[src/rtl/mem_arb_pkg.sv]
// Shared definitions for the two-requester SRAM arbiter.
// Contents: default WIDTH/DEPTH/TIMEOUT, FSM state encodings, requester id type.
package mem_arb_pkg;

    localparam int DEF_WIDTH   = 16;
    localparam int DEF_DEPTH   = 64;
    localparam int DEF_TIMEOUT = 32;

    localparam logic [1:0] ST_IDLE = 2'd0;
    localparam logic [1:0] ST_WAIT = 2'd1;
    localparam logic [1:0] ST_RESP = 2'd2;

    typedef logic req_id_t;
    localparam req_id_t ID_M0 = 1'b0;
    localparam req_id_t ID_M1 = 1'b1;

endpackage

[src/rtl/mem_arbiter_if.sv]
// Bus bundle between two requesters, the arbiter and the single-port SRAM.
// Ports (signal groups):
//   m0_* / m1_*  requester command (valid, wr_rd, addr, wdata) and response (ready, rdata)
//   mem_*        memory command (valid, wr_rd, addr, wdata) and response (ready, rdata)
//   err_o        sticky watchdog flag, resp_err_o flags an aborted transfer's ready pulse
// Modports: slave = arbiter view, master = environment (requesters + memory) view.
interface mem_arbiter_if #(
    parameter int WIDTH     = 16,
    parameter int ADDR_SIZE = 6
);
    logic                 m0_valid_i;
    logic                 m0_wr_rd_i;
    logic [ADDR_SIZE-1:0] m0_addr_i;
    logic [WIDTH-1:0]     m0_wdata_i;
    logic                 m0_ready_o;
    logic [WIDTH-1:0]     m0_rdata_o;

    logic                 m1_valid_i;
    logic                 m1_wr_rd_i;
    logic [ADDR_SIZE-1:0] m1_addr_i;
    logic [WIDTH-1:0]     m1_wdata_i;
    logic                 m1_ready_o;
    logic [WIDTH-1:0]     m1_rdata_o;

    logic                 mem_valid_o;
    logic                 mem_wr_rd_o;
    logic [ADDR_SIZE-1:0] mem_addr_o;
    logic [WIDTH-1:0]     mem_wdata_o;
    logic                 mem_ready_i;
    logic [WIDTH-1:0]     mem_rdata_i;

    logic                 err_o;
    logic                 resp_err_o;

    modport slave (
        input  m0_valid_i, m0_wr_rd_i, m0_addr_i, m0_wdata_i,
        output m0_ready_o, m0_rdata_o,
        input  m1_valid_i, m1_wr_rd_i, m1_addr_i, m1_wdata_i,
        output m1_ready_o, m1_rdata_o,
        output mem_valid_o, mem_wr_rd_o, mem_addr_o, mem_wdata_o,
        input  mem_ready_i, mem_rdata_i,
        output err_o, resp_err_o
    );

    modport master (
        output m0_valid_i, m0_wr_rd_i, m0_addr_i, m0_wdata_i,
        input  m0_ready_o, m0_rdata_o,
        output m1_valid_i, m1_wr_rd_i, m1_addr_i, m1_wdata_i,
        input  m1_ready_o, m1_rdata_o,
        input  mem_valid_o, mem_wr_rd_o, mem_addr_o, mem_wdata_o,
        output mem_ready_i, mem_rdata_i,
        input  err_o, resp_err_o
    );

endinterface

[src/rtl/mem_arbiter_rr_arb2.sv]
// Two-way round-robin grant with a single priority pointer.
// Ports:
//   clk_i, rst_i  clock and asynchronous active-low reset
//   req[1:0]      request vector, bit 0 = m0, bit 1 = m1
//   advance       a grant is being taken this cycle
//   gnt[1:0]      one-hot grant (all zero with no request)
module rr_arb2 (
    input  logic       clk_i,
    input  logic       rst_i,
    input  logic [1:0] req,
    input  logic       advance,
    output logic [1:0] gnt
);
    // ptr_q = 0 prefers m0, 1 prefers m1; only consulted on a contested request
    logic ptr_q;

    always_comb begin
        gnt = 2'b00;
        case (req)
            2'b01:   gnt = 2'b01;
            2'b10:   gnt = 2'b10;
            2'b11:   gnt = ptr_q ? 2'b10 : 2'b01;
            default: gnt = 2'b00;
        endcase
    end

    // After a contested grant the loser gets priority next time
    always_ff @(posedge clk_i or negedge rst_i) begin
        if (!rst_i) begin
            ptr_q <= 1'b0;
        end else if (advance && (req == 2'b11)) begin
            ptr_q <= ~ptr_q;
        end
    end

endmodule

[src/rtl/mem_arbiter.sv]
// Round-robin arbiter placing one m0/m1 command at a time on a single-port SRAM,
// with a watchdog that aborts transfers the memory never acknowledges.
// Ports:
//   clk_i   clock, rising edge
//   rst_i   asynchronous active-low reset
//   bus     mem_arbiter_if.slave: requester handshakes, memory port, err_o/resp_err_o
//
// state   | meaning
// IDLE    | waiting for a requester valid; winner's command latched on exit
// WAIT    | latched command on the memory port, watchdog counting
// RESP    | one-cycle ready pulse (with rdata / resp_err) to the winner
module mem_arbiter
    import mem_arb_pkg::*;
#(
    parameter int WIDTH   = DEF_WIDTH,
    parameter int DEPTH   = DEF_DEPTH,
    parameter int TIMEOUT = DEF_TIMEOUT
) (
    input  logic         clk_i,
    input  logic         rst_i,
    mem_arbiter_if.slave bus
);
    localparam int ADDR_SIZE = $clog2(DEPTH);
    localparam int WD_W      = $clog2(TIMEOUT);
    localparam logic [WD_W-1:0] WD_LAST = WD_W'(TIMEOUT - 1);

    logic [1:0]           state_q;
    req_id_t              cmd_id_q;
    logic                 cmd_wr_q;
    logic [ADDR_SIZE-1:0] cmd_addr_q;
    logic [WIDTH-1:0]     cmd_wdata_q;
    logic [WIDTH-1:0]     rdata_q;
    logic                 abort_q;
    logic                 err_q;
    logic [WD_W-1:0]      wd_q;

    logic [1:0] req;
    logic [1:0] gnt;
    logic       advance;
    logic       in_wait;
    logic       in_resp;

    assign req     = {bus.m1_valid_i, bus.m0_valid_i};
    assign advance = (state_q == ST_IDLE) && (req != 2'b00);
    assign in_wait = (state_q == ST_WAIT);
    assign in_resp = (state_q == ST_RESP);

    rr_arb2 u_rr (
        .clk_i   (clk_i),
        .rst_i   (rst_i),
        .req     (req),
        .advance (advance),
        .gnt     (gnt)
    );

    always_ff @(posedge clk_i or negedge rst_i) begin
        if (!rst_i) begin
            state_q     <= ST_IDLE;
            cmd_id_q    <= ID_M0;
            cmd_wr_q    <= 1'b0;
            cmd_addr_q  <= '0;
            cmd_wdata_q <= '0;
            rdata_q     <= '0;
            abort_q     <= 1'b0;
            err_q       <= 1'b0;
            wd_q        <= '0;
        end else begin
            case (state_q)
                ST_IDLE: begin
                    if (advance) begin
                        cmd_id_q <= gnt[1];
                        if (gnt[0]) begin
                            cmd_wr_q    <= bus.m0_wr_rd_i;
                            cmd_addr_q  <= bus.m0_addr_i;
                            cmd_wdata_q <= bus.m0_wdata_i;
                        end else begin
                            cmd_wr_q    <= bus.m1_wr_rd_i;
                            cmd_addr_q  <= bus.m1_addr_i;
                            cmd_wdata_q <= bus.m1_wdata_i;
                        end
                        wd_q    <= '0;
                        abort_q <= 1'b0;
                        state_q <= ST_WAIT;
                    end
                end
                ST_WAIT: begin
                    // An ack arriving on the last watchdog cycle still completes normally
                    if (bus.mem_ready_i) begin
                        rdata_q <= bus.mem_rdata_i;
                        state_q <= ST_RESP;
                    end else if (wd_q == WD_LAST) begin
                        err_q   <= 1'b1;
                        rdata_q <= '0;
                        abort_q <= 1'b1;
                        state_q <= ST_RESP;
                    end else begin
                        wd_q <= wd_q + 1'b1;
                    end
                end
                ST_RESP: state_q <= ST_IDLE;
                default: state_q <= ST_IDLE;
            endcase
        end
    end

    // Memory port is forced to zero outside WAIT so stale commands never leak out
    assign bus.mem_valid_o = in_wait;
    assign bus.mem_wr_rd_o = in_wait & cmd_wr_q;
    assign bus.mem_addr_o  = in_wait ? cmd_addr_q : '0;
    assign bus.mem_wdata_o = in_wait ? cmd_wdata_q : '0;

    assign bus.m0_ready_o = in_resp && (cmd_id_q == ID_M0);
    assign bus.m1_ready_o = in_resp && (cmd_id_q == ID_M1);
    assign bus.m0_rdata_o = (bus.m0_ready_o && !cmd_wr_q) ? rdata_q : '0;
    assign bus.m1_rdata_o = (bus.m1_ready_o && !cmd_wr_q) ? rdata_q : '0;

    assign bus.err_o      = err_q;
    assign bus.resp_err_o = in_resp & abort_q;

endmodule

[src/flat_wrapper.sv]
// flat-port wrapper written by rule: the top's interface ports become plain ports
module mem_arbiter_flat import mem_arb_pkg::*;
#(
    parameter int WIDTH   = DEF_WIDTH,
    parameter int DEPTH   = DEF_DEPTH,
    parameter int TIMEOUT = DEF_TIMEOUT
)
  (clk_i, rst_i, bus_m0_valid_i, bus_m0_wr_rd_i, bus_m0_addr_i, bus_m0_wdata_i, bus_m0_ready_o, bus_m0_rdata_o, bus_m1_valid_i, bus_m1_wr_rd_i, bus_m1_addr_i, bus_m1_wdata_i, bus_m1_ready_o, bus_m1_rdata_o, bus_mem_valid_o, bus_mem_wr_rd_o, bus_mem_addr_o, bus_mem_wdata_o, bus_mem_ready_i, bus_mem_rdata_i, bus_err_o, bus_resp_err_o);
  mem_arbiter_if #(.WIDTH(WIDTH), .ADDR_SIZE((6))) bus_i ();
  input  logic clk_i;
  input  logic rst_i;
  input wire logic [$bits(bus_i.m0_valid_i)-1:0] bus_m0_valid_i;
  input wire logic [$bits(bus_i.m0_wr_rd_i)-1:0] bus_m0_wr_rd_i;
  input wire logic [$bits(bus_i.m0_addr_i)-1:0] bus_m0_addr_i;
  input wire logic [$bits(bus_i.m0_wdata_i)-1:0] bus_m0_wdata_i;
  output wire logic [$bits(bus_i.m0_ready_o)-1:0] bus_m0_ready_o;
  output wire logic [$bits(bus_i.m0_rdata_o)-1:0] bus_m0_rdata_o;
  input wire logic [$bits(bus_i.m1_valid_i)-1:0] bus_m1_valid_i;
  input wire logic [$bits(bus_i.m1_wr_rd_i)-1:0] bus_m1_wr_rd_i;
  input wire logic [$bits(bus_i.m1_addr_i)-1:0] bus_m1_addr_i;
  input wire logic [$bits(bus_i.m1_wdata_i)-1:0] bus_m1_wdata_i;
  output wire logic [$bits(bus_i.m1_ready_o)-1:0] bus_m1_ready_o;
  output wire logic [$bits(bus_i.m1_rdata_o)-1:0] bus_m1_rdata_o;
  output wire logic [$bits(bus_i.mem_valid_o)-1:0] bus_mem_valid_o;
  output wire logic [$bits(bus_i.mem_wr_rd_o)-1:0] bus_mem_wr_rd_o;
  output wire logic [$bits(bus_i.mem_addr_o)-1:0] bus_mem_addr_o;
  output wire logic [$bits(bus_i.mem_wdata_o)-1:0] bus_mem_wdata_o;
  input wire logic [$bits(bus_i.mem_ready_i)-1:0] bus_mem_ready_i;
  input wire logic [$bits(bus_i.mem_rdata_i)-1:0] bus_mem_rdata_i;
  output wire logic [$bits(bus_i.err_o)-1:0] bus_err_o;
  output wire logic [$bits(bus_i.resp_err_o)-1:0] bus_resp_err_o;
  assign bus_i.m0_valid_i = bus_m0_valid_i;
  assign bus_i.m0_wr_rd_i = bus_m0_wr_rd_i;
  assign bus_i.m0_addr_i = bus_m0_addr_i;
  assign bus_i.m0_wdata_i = bus_m0_wdata_i;
  assign bus_m0_ready_o = bus_i.m0_ready_o;
  assign bus_m0_rdata_o = bus_i.m0_rdata_o;
  assign bus_i.m1_valid_i = bus_m1_valid_i;
  assign bus_i.m1_wr_rd_i = bus_m1_wr_rd_i;
  assign bus_i.m1_addr_i = bus_m1_addr_i;
  assign bus_i.m1_wdata_i = bus_m1_wdata_i;
  assign bus_m1_ready_o = bus_i.m1_ready_o;
  assign bus_m1_rdata_o = bus_i.m1_rdata_o;
  assign bus_mem_valid_o = bus_i.mem_valid_o;
  assign bus_mem_wr_rd_o = bus_i.mem_wr_rd_o;
  assign bus_mem_addr_o = bus_i.mem_addr_o;
  assign bus_mem_wdata_o = bus_i.mem_wdata_o;
  assign bus_i.mem_ready_i = bus_mem_ready_i;
  assign bus_i.mem_rdata_i = bus_mem_rdata_i;
  assign bus_err_o = bus_i.err_o;
  assign bus_resp_err_o = bus_i.resp_err_o;
  mem_arbiter #(.WIDTH(WIDTH), .DEPTH(DEPTH), .TIMEOUT(TIMEOUT)) u_core (.clk_i(clk_i), .rst_i(rst_i), .bus(bus_i));
endmodule
[config.mk]
export PLATFORM = sky130hd
export DESIGN_NAME = mem_arbiter_flat
export DESIGN_NICKNAME = d
export VERILOG_FILES = /design/src/rtl/mem_arb_pkg.sv /design/src/rtl/mem_arbiter_if.sv /design/src/rtl/mem_arbiter_rr_arb2.sv /design/src/rtl/mem_arbiter.sv /design/src/flat_wrapper.sv
export SDC_FILE = /design/constraint.sdc
export NUM_CORES = 1
export LEC_CHECK = 0
export CAP_MARGIN = 20
export CORE_MARGIN = 3
export CORE_UTILIZATION = 41
export DETAILED_ROUTE_END_ITERATION = 6
export PLACE_DENSITY = 0.81
export SLEW_MARGIN = 20
export SYNTH_ARGS = -nofsm -noshare
export SYNTH_HDL_FRONTEND = slang
export SYNTH_SLANG_ARGS = --single-unit
[constraint.sdc]
create_clock -name clk_i -period 2.1 [get_ports clk_i]
set_input_delay 0.21 -clock clk_i [delete_from_list [all_inputs] [get_ports clk_i]]
set_output_delay 0.21 -clock clk_i [all_outputs]
set_load 0.005 [all_outputs]
Yosys cells after proc, flatten, opt, wreduce, memory -nomap -nowiden
Index checks and enable logic that the tools add are counted.
{"block": "op_classes", "reduce_logical": 17, "addsub": 1, "eq_ne": 11, "muxes": 23, "bitwise_logic": 5}
{"op": "$mux 16", "n": 6}
{"op": "$mux 5", "n": 3}
{"op": "$mux 6", "n": 2}
{"op": "$pmux 5 s2", "n": 1}
{"op": "$mux 2", "n": 4}
{"op": "$ne 2x2->1 const B", "n": 4}
{"op": "$reduce_and 4->1", "n": 2}
{"op": "$eq 2x2->1 const B", "n": 3}
{"op": "$logic_and 1x1->1", "n": 6}
{"op": "$pmux 2 s3", "n": 1}
{"op": "$reduce_and 2->1", "n": 3}
{"op": "$reduce_bool 2->1", "n": 3}
{"op": "$add 5x1->5 const B", "n": 1}
{"op": "$eq 5x5->1 const B", "n": 1}
{"op": "$eq 2x1->1 const B", "n": 2}
{"op": "$mux 1", "n": 4}
{"op": "$pmux 2 s2", "n": 1}
{"op": "$ne 3x3->1 const B", "n": 1}
{"op": "$not 1->1", "n": 3}
{"op": "$reduce_and 3->1", "n": 1}
{"op": "$and 1x1->1", "n": 2}
{"op": "$logic_not 2->1", "n": 1}
{"op": "$pmux 1 s2", "n": 1}
{"op": "$logic_not 1->1", "n": 1}
{"block": "word_totals", "in_bits": 67, "out_inout_bits": 60, "register_bits": 50}

Depth between registers and ports, before layout
{"block": "depth", "ltp_word": 4, "ltp_mapped": 6, "depth_no_buf": 6}

Modules after synthesis
A second synthesis with hierarchy kept.
{"block": "unflattened", "hier_cells": 251, "hier_area_um2": 2616.3}
{"mod": "mem_arbiter", "area_per_inst_um2": 2558.7, "instances": 1, "cells_per_inst": 245}
{"mod": "rr_arb2", "area_per_inst_um2": 57.6, "instances": 1, "cells_per_inst": 6}

Least setup slack after synthesis
No wires, ideal clock.
{"block": "synth_path", "kind": "register to register", "start": "reg u_core.wd_q[0]", "end": "reg u_core.wd_q[3]", "stages_incl_launch_ff": 7, "t_required_ns": 1.973, "slack_ns": 0.247, "arrival_time_ns": 1.726, "n_path_buf": 0, "period_less_slack_ns": 1.853, "path_cell_list": "dfrtp_1 -> ha_1 -> and3_1 -> ha_1 -> nor4b_4 -> nand4_1 -> mux2_1"}
{"block": "synth_via", "elab_chain_len": 4}
{"item": "start: declaration", "line_no": "mem_arbiter.sv:35", "text": "logic [WD_W-1:0] wd_q;"}
{"item": "start signal: assignment", "line_no": "mem_arbiter.sv:97", "text": "wd_q <= wd_q + 1'b1;"}
{"item": "$add 5x1->5", "line_no": "mem_arbiter.sv:97"}
{"item": "$mux 5", "line_no": "mem_arbiter.sv:91", "text": "end else if (wd_q == WD_LAST) begin"}
{"item": "$mux 5", "line_no": "mem_arbiter.sv:88", "text": "if (bus.mem_ready_i) begin"}
{"item": "$pmux 5 s2", "line_no": "mem_arbiter.sv:68", "text": "case (state_q)"}
Several ways; a longest one is shown, not always the timed one. The select of a mux whose other input is x is not followed.
A chain may end at the register's enable or synchronous reset.

Final worst setup path
{"block": "layout_path", "start": "reg u_core.state_q[0]", "end": "out bus_m0_rdata_o[3]"}
{"block": "layout_via", "elab_chain_len": 4}
{"item": "start: declaration", "line_no": "mem_arbiter.sv:27", "text": "logic [1:0] state_q;"}
{"item": "start signal: assignment", "line_no": "mem_arbiter.sv:58", "text": "state_q <= ST_IDLE;"}
{"item": "start signal: assignment", "line_no": "mem_arbiter.sv:83", "text": "state_q <= ST_WAIT;"}
{"item": "start signal: assignment", "line_no": "mem_arbiter.sv:90", "text": "state_q <= ST_RESP;"}
{"item": "$eq 2x2->1", "line_no": "mem_arbiter.sv:46", "text": "assign in_resp = (state_q == ST_RESP);"}
{"item": "$logic_and 1x1->1", "line_no": "mem_arbiter.sv:112", "text": "assign bus.m0_ready_o = in_resp && (cmd_id_q == ID_M0);"}
{"item": "$logic_and 1x1->1", "line_no": "mem_arbiter.sv:114", "text": "assign bus.m0_rdata_o = (bus.m0_ready_o && !cmd_wr_q) ? rdata_q : '0;"}
{"item": "$mux 16", "line_no": "mem_arbiter.sv:114"}
{"item": "end: declaration", "line_no": "flat_wrapper.sv:17", "text": "output wire logic [$bits(bus_i.m0_rdata_o)-1:0] bus_m0_rdata_o;"}
Every way passes these cells.

==> summary by stage <==
Clock network
In this run the deepest clock path goes through 2 buffers. The tree is rooted in a sky130_fd_sc_hd__clkbuf_8. The clock transition at the registers of the reported paths is 90 ps. The H-tree was split into 2 levels.

Clock tree synthesis found a total of 50 sinks. The number of clock buffers added by TritonCTS is 5. TritonCTS built the clock tree.

The clock reaches the later pin of the worst-skew pair after 310 ps.

Power
Summed over all nets, the switching power comes to 1.58 mW. The leakage power is 2.40 nW. The power per cell area is 1040 nW/um^2. Of the total power, combinational logic draws 51.1%. The internal cell power is 2.95 mW. Net switching is 34.9% of the power. The share of total power dissipated in sequential elements is 36.4%. The proportion of power drawn by the clock network is 12.5%.

The post-layout total power is 4.52 mW. IR analysis of the VDD net gives a maximum drop of 0.690 mV.

Routing
After detailed routing, the total wire length is 8170 um. The detailed-routing iteration count for the pre-antenna-repair pass is 4. The wire length on met3 is 324 um. The routed layout has 2437 vias. The top metal layer carrying routed signals is met4. The detail route stage leaves a number of antenna-violating nets equal to 0.

The first routing iteration left 99 violations. The DRC violation count after routing is 0. Using the TritonRoute via totals, the vias-per-cell ratio works out to 5.16. In the detailed route, the total length drawn on met2 is 4480 um. The wire length per cell is 17.3 um. In the final routing, the length of wire on met1 measures 3240 um.

STA
Measured against its own limit, the worst slew margin works out to 53.0%. The clock period minus worst slack is 2130 ps. Summed over all failing endpoints, the final setup total negative slack is -43.8 ps. The count of pins over their slew limit came to 0. Setup repair after global routing could not meet its margin everywhere. The number of hold violations in the final report is 0.

The clock arrives with 11.5 ps of skew. The highest clock rate is 470 MHz. For the pin with the worst max-slew slack, the measured transition is 705 ps. The worst setup slack after layout is -28.5 ps. The fraction of the cycle the final worst path needs is 101%. Setup violations remaining at the end of the flow were counted as 3. Final hold analysis gives a worst-case slack of 472 ps.

Global route
The total global routing track utilization is 20.9%. The largest net degree at the start of global routing is 31. The initial antenna violation count is 0. The via count of the first global-routing pass is 2436. The remaining global-route overflow is 0. The wire length of the first global-routing pass is 12200 um.

Logic synthesis
After synthesis, the netlist uses 32 different library cells. For this run, the leading register cell type out of synthesis is sky130_fd_sc_hd__dfrtp_1. In this run, synthesis inferred 0 flip-flops with an integrated enable. Of the synthesized area, sequential elements account for 47.4%. After synthesis the cells add up to 2640 sq um.

Summed over all instances, the cell type with the most area after synthesis is sky130_fd_sc_hd__dfrtp_1. The post-synthesis area per instance is 10.5 sq um. Of all flip-flops after synthesis, the portion carrying an async set or reset was 100%. The area share of the leading cell type in the synthesized netlist is 47.4%. The Yosys step of the flow raised 0 warnings. sky130_fd_sc_hd__and2_1 is the most common cell in the netlist. After synthesis, the most frequently instantiated cells are sky130_fd_sc_hd__and2_1 (56), sky130_fd_sc_hd__dfrtp_1 (50), sky130_fd_sc_hd__a21oi_1 (49), sky130_fd_sc_hd__mux2i_1 (23), sky130_fd_sc_hd__a22o_1 (18). Synthesis produced 251 cells. Ranked by total cell area, the synthesized netlist is headed by sky130_fd_sc_hd__dfrtp_1 (47%), sky130_fd_sc_hd__and2_1 (13%), sky130_fd_sc_hd__a21oi_1 (9.3%). The synthesized design contains 50 register bits.

The synthesized netlist net count is 321.

Critical path
The arrival time at the worst endpoint is 1920 ps. On the worst path, the slowest cell contributes a delay of 520 ps. STA classifies the critical path endpoint as a primary output. The slack of the worst reg-to-reg path is 100 ps. The path type of the worst setup path is flip-flop to primary output. STA puts the critical path data required time at 1890 ps. The capturing point of the worst reg2reg path is u_core.wd_q[3]$_DFFE_PN0P_. The largest fanout of any net on the critical path is 16. The signal on the critical path passes through nand2b_1, nor3_2, buf_6, and2_1, clkdlybuf4s50_1. The worst register-to-register path has a depth of 6. The cell class contributing the biggest share of worst-path delay is buffers and inverters. The total buffers and inverters traversed by the critical path is 2. The startpoint of the worst-slack reg-to-reg timing path is u_core.wd_q[0]$_DFFE_PN0P_. The cell type of the slowest stage on the worst timing path is sky130_fd_sc_hd__clkdlybuf4s50_1. STA classifies the critical path startpoint as a flip-flop.

Min path
The class of the tightest hold or removal check is flip-flop to flip-flop. The end of the worst hold path is u_core.bus.err_o$_DFFE_PN0P_. Along the worst hold path, the cell count comes to 1. The beginning of the worst hold path is u_core.bus.err_o$_DFFE_PN0P_.

Placement
The congestion estimate from routability-driven global placement came to 0.779. The half-perimeter wire length after placement is 5640 um. The count of placed standard cells including taps is 446. During placement, the flow inserted port buffers numbering 126.

Floorplan
The initial core utilization is 43.5%. The floorplan has 28 rows. The die area is 7430 sq um.

The die is 86.2 um tall. The die is 86.2 um wide. The area of the core is 6060 sq um. The number of I/O pins is 127.

Run
The number of violations of the max-capacitance limit is 0.

Layout
The finished layout holds 472 standard cells, fillers aside. The area added between synthesis and finish is 64.8%. The repair_antennas step left the layout with diodes totalling 0. In the final design database the tool counted 466 nets. Cells with a size suffix above 1 make up 13.4% of the layout.

Run status
The checks that failed: setup timing. The flow ran to the end, but the final reports show violations.
[power by group through the flow]
stage / Combinational [mW] / Clock [mW] / Sequential [mW]
6_report: 2.31 / 0.563 / 1.65
3_3_place_gp: 2.06 / 0 / 1.63
3_5_place_dp: 2.13 / 0 / 1.66
5_1_grt: 2.52 / 0.613 / 1.69
2_1_floorplan: 1.17 / 0 / 1.58
4_1_cts: 2.19 / 0.565 / 1.64
[how the worst max path moves through the flow]
| stage | from | endpoint | depth (start not counted) |
|---|---|---|---|
| floorplan | u_core.wd_q[0]$_DFFE_PN0P_ | u_core.wd_q[3]$_DFFE_PN0P_ | 6 |
| global placement | u_core.state_q[0]$_DFFE_PN0P_ | bus_m1_rdata_o[7] | 4 |
| detailed placement | u_core.state_q[0]$_DFFE_PN0P_ | bus_m1_rdata_o[5] | 4 |
| CTS | u_core.state_q[0]$_DFFE_PN0P_ | bus_m0_rdata_o[15] | 5 |
| global route | u_core.state_q[0]$_DFFE_PN0P_ | bus_m0_rdata_o[7] | 5 |
| finish | u_core.state_q[0]$_DFFE_PN0P_ | bus_m0_rdata_o[3] | 5 |
[repair_timing]
item	CTS	global route
hold buffers	1	0
buffers inserted	3	11
cloned	1	2
resized for setup	10	36
setup endpoints to repair	55	53
hold endpoints to repair	28	0
pin swaps	0	2
[per-stage QoR]
stage / area, sq um / setup WS (ps) / util [%]
floorplan: 2640 / 247 / -
global placement: 4000 / 166 / 66.0
detailed placement: 4000 / 100 / 66.0
CTS: 4140 / -2.09 / 68.2
global route: 4350 / -97.0 / 71.7
finish: 4350 / -28.5 / 71.7
[per-layer routing]
metal | global-route usage, % | up-vias
li1 | - | 1161
met1 | 26.5 | 1205
met4 | 6.09 | 0
met2 | 37.4 | 59
met5 | 0 | -
met3 | 2.47 | 12
[cells in the final DEF, fill, tap and decap left out, types with 2 or more instances in the layout]
cell,synthesis,layout
sky130_fd_sc_hd__a21o_1,2,2
sky130_fd_sc_hd__a21oi_1,49,49
sky130_fd_sc_hd__a22o_1,18,18
sky130_fd_sc_hd__and2_1,56,54
sky130_fd_sc_hd__and2_4,1,3
sky130_fd_sc_hd__and3_1,2,2
sky130_fd_sc_hd__buf_12,0,2
sky130_fd_sc_hd__buf_4,0,24
sky130_fd_sc_hd__buf_6,5,3
sky130_fd_sc_hd__clkbuf_8,0,5
sky130_fd_sc_hd__clkdlybuf4s50_1,0,90
sky130_fd_sc_hd__dfrtp_1,50,49
sky130_fd_sc_hd__dlygate4sd2_1,0,3
sky130_fd_sc_hd__dlymetal6s2s_1,0,32
sky130_fd_sc_hd__ha_1,3,2
sky130_fd_sc_hd__inv_1,4,4
sky130_fd_sc_hd__mux2i_1,23,23
sky130_fd_sc_hd__nor2_1,4,3
sky130_fd_sc_hd__nor3b_1,2,2
[area by class of cell]
type	instances	area [sq um]
fillers	448	1710
inverters	4	15.0
repair buffers	157	1620
well taps	75	93.8
clock inverters	2	13.8
flip-flops and latches	50	1250
clock buffers	6	72.6
multi-input cells	178	1280
[kinds of logic after synthesis]
kind of cell / count (synthesis) / synth area share, %
adder cells (fa/ha/maj): 3 / 1.42
flip-flops: 50 / 47.4
AND/OR/NAND/NOR: 73 / 18.1
XOR/XNOR: 1 / 0.332
multiplexers: 25 / 9.58
AO/OA/AOI/OAI: 75 / 17.9
buffers and inverters: 24 / 5.27
[state kept, by name (all words and copies together) (netlist names)]
signal              cells
u_core.cmd_wdata_q     16
u_core.state_q          2
u_core.cmd_addr_q       6
u_core.abort_q          1
u_core.wd_q             5
u_core.bus.err_o        1
u_core.cmd_id_q         1
u_core.u_rr.ptr_q       1
u_core.cmd_wr_q         1
u_core.rdata_q         16
No activity file was read; power rests on OpenSTA's default activity.
==> RTL edit, RTL diff (config.mk and constraints unchanged) <==
`DEF_TIMEOUT`: 32 -> 64.
--- a/src/rtl/mem_arb_pkg.sv
+++ b/src/rtl/mem_arb_pkg.sv
@@ -6,3 +6,3 @@
     localparam int DEF_DEPTH   = 64;
-    localparam int DEF_TIMEOUT = 32;
+    localparam int DEF_TIMEOUT = 64;
 
Behaviour: same outputs for any inputs over 10 cycles, from zero or initial values and one cycle with rst_i low; that may be too few to reach the edited logic, so the function may still have changed.
==> RTL edit against the original RTL <==
Combinational power fell by 14%. Final cell count rose by 0.85%. Total power fell by 7.0%. Worst setup slack improved by 70 ps. Wire length fell by 11%. Sequential cell count rose by 1. Area after synthesis fell by 2.5%. Global-route usage fell by 0.95 points. Sequential power rose by 3%. Cell area fell by 4.1%. Clock power fell by 5.3%. First-iteration DRC count rose by 20%. Largest cell class unchanged. Largest power group unchanged. Highest routed layer unchanged.
==> RTL edit: results <==
{
  "proportion_of_layout_cells_with_a_drive_suffix_above_1": 0.117,
  "netlist_instances": 260,
  "power_frac_comb": 0.470,
  "post_dp_cell_area_um2": 3970,
  "synthTopCellsByCount": "sky130_fd_sc_hd__and2_1 (55), sky130_fd_sc_hd__dfrtp_1 (51), sky130_fd_sc_hd__nand2_1 (27), sky130_fd_sc_hd__o21ai_0 (26), sky130_fd_sc_hd__mux2i_1 (24)",
  "synth.area.mux_share": 0.0934,
  "crit_path_end": "bus_m1_rdata_o[13]",
  "final.fill_count": 493,
  "clockPowerShare": 0.127,
  "via_count_of_the_first_global_routing_pass": 2377,
  "layoutNonFillerInstCount": 476,
  "synth-xor-area-share": 0.00681,
  "worst_ir_drop_vdd_v": 0.000685,
  "drt_first_iter_violations": 119,
  "groute.layer.met3.usage": 0.0369,
  "syn_nets": 328,
  "r2r-end": "u_core.rdata_q[5]$_DFFE_PN0P_",
  "global_route.usage.met1": 0.234,
  "synth_warnings": 0,
  "skew_ps": 11.3,
  "grt_first_pass_wirelength_um": 11500,
  "synth-adder-area-share": 0.00486,
  "timing.critical_path.arrival_ps": 1850,
  "wl_per_cell_um": 15.2,
  "net-switching-power_mw": 1.44,
  "vias_per_cell": 4.98,
  "outcome": "finished, final reports clean",
  "r2r_setup_slack_ps": 380,
  "tritoncts.num_buffers": 5,
  "cts.repair_timing.setup_buffer_count": 9,
  "synth-compound-area-share": 0.144,
  "synth_seq_area_share": 0.496,
  "synth_top_area_cells": "sky130_fd_sc_hd__dfrtp_1 (50%), sky130_fd_sc_hd__and2_1 (13%), sky130_fd_sc_hd__mux2i_1 (9.3%)",
  "synthDistinctLibCells": 30,
  "finish.net_count": 468,
  "leakage_nw": 1.96,
  "wl_met1_um": 2830,
  "gp_congestion": 0.751,
  "gr-usage-met2": 0.358,
  "grt_start_max_net_pins": 33,
  "worstHoldPathType": "input port to async pin",
  "multi_input_logic_area_um2": 1260,
  "met3WireLength_um": 401,
  "route.met2.wl_um": 3820,
  "dpl_cells": 454,
  "detailed_place_hpwl_um": 5370,
  "reg.largest.list": "u_core.cmd_wdata_q x16, u_core.rdata_q x16"
}
[RTL edit: cell types whose count changed in the layout (fill, tap and decap cells not counted), sizes merged, moves of 5 or more]
cell | unedited run | this run
buf | 30 | 24
nand2 | 0 | 27
clkbuf | 7 | 15
a21oi | 49 | 5
o21ai | 1 | 28
dlymetal6s2s | 32 | 3
clkdlybuf4s50 | 90 | 109
nand3 | 0 | 5
[RTL edit: stage by stage]
stage / hold slack (ps) / worst slack, ps / total power [mW]
after floorplan: -85.6 / 424 / 2.61
after global placement: 258 / 291 / 3.49
after detailed placement: 261 / 250 / 3.57
after CTS: 474 / 1.92 / 4.20
after global routing: 500 / -54.7 / 4.53
final: 468 / 41.1 / 4.21
[RTL edit: area by class of cell]
class                   count  area share
clock buffers               7      0.0183
clock inverters             1     0.00120
inverters                   4     0.00360
multi-input cells         188       0.302
flip-flops and latches     51       0.307
well taps                  75      0.0225
repair buffers            150       0.346
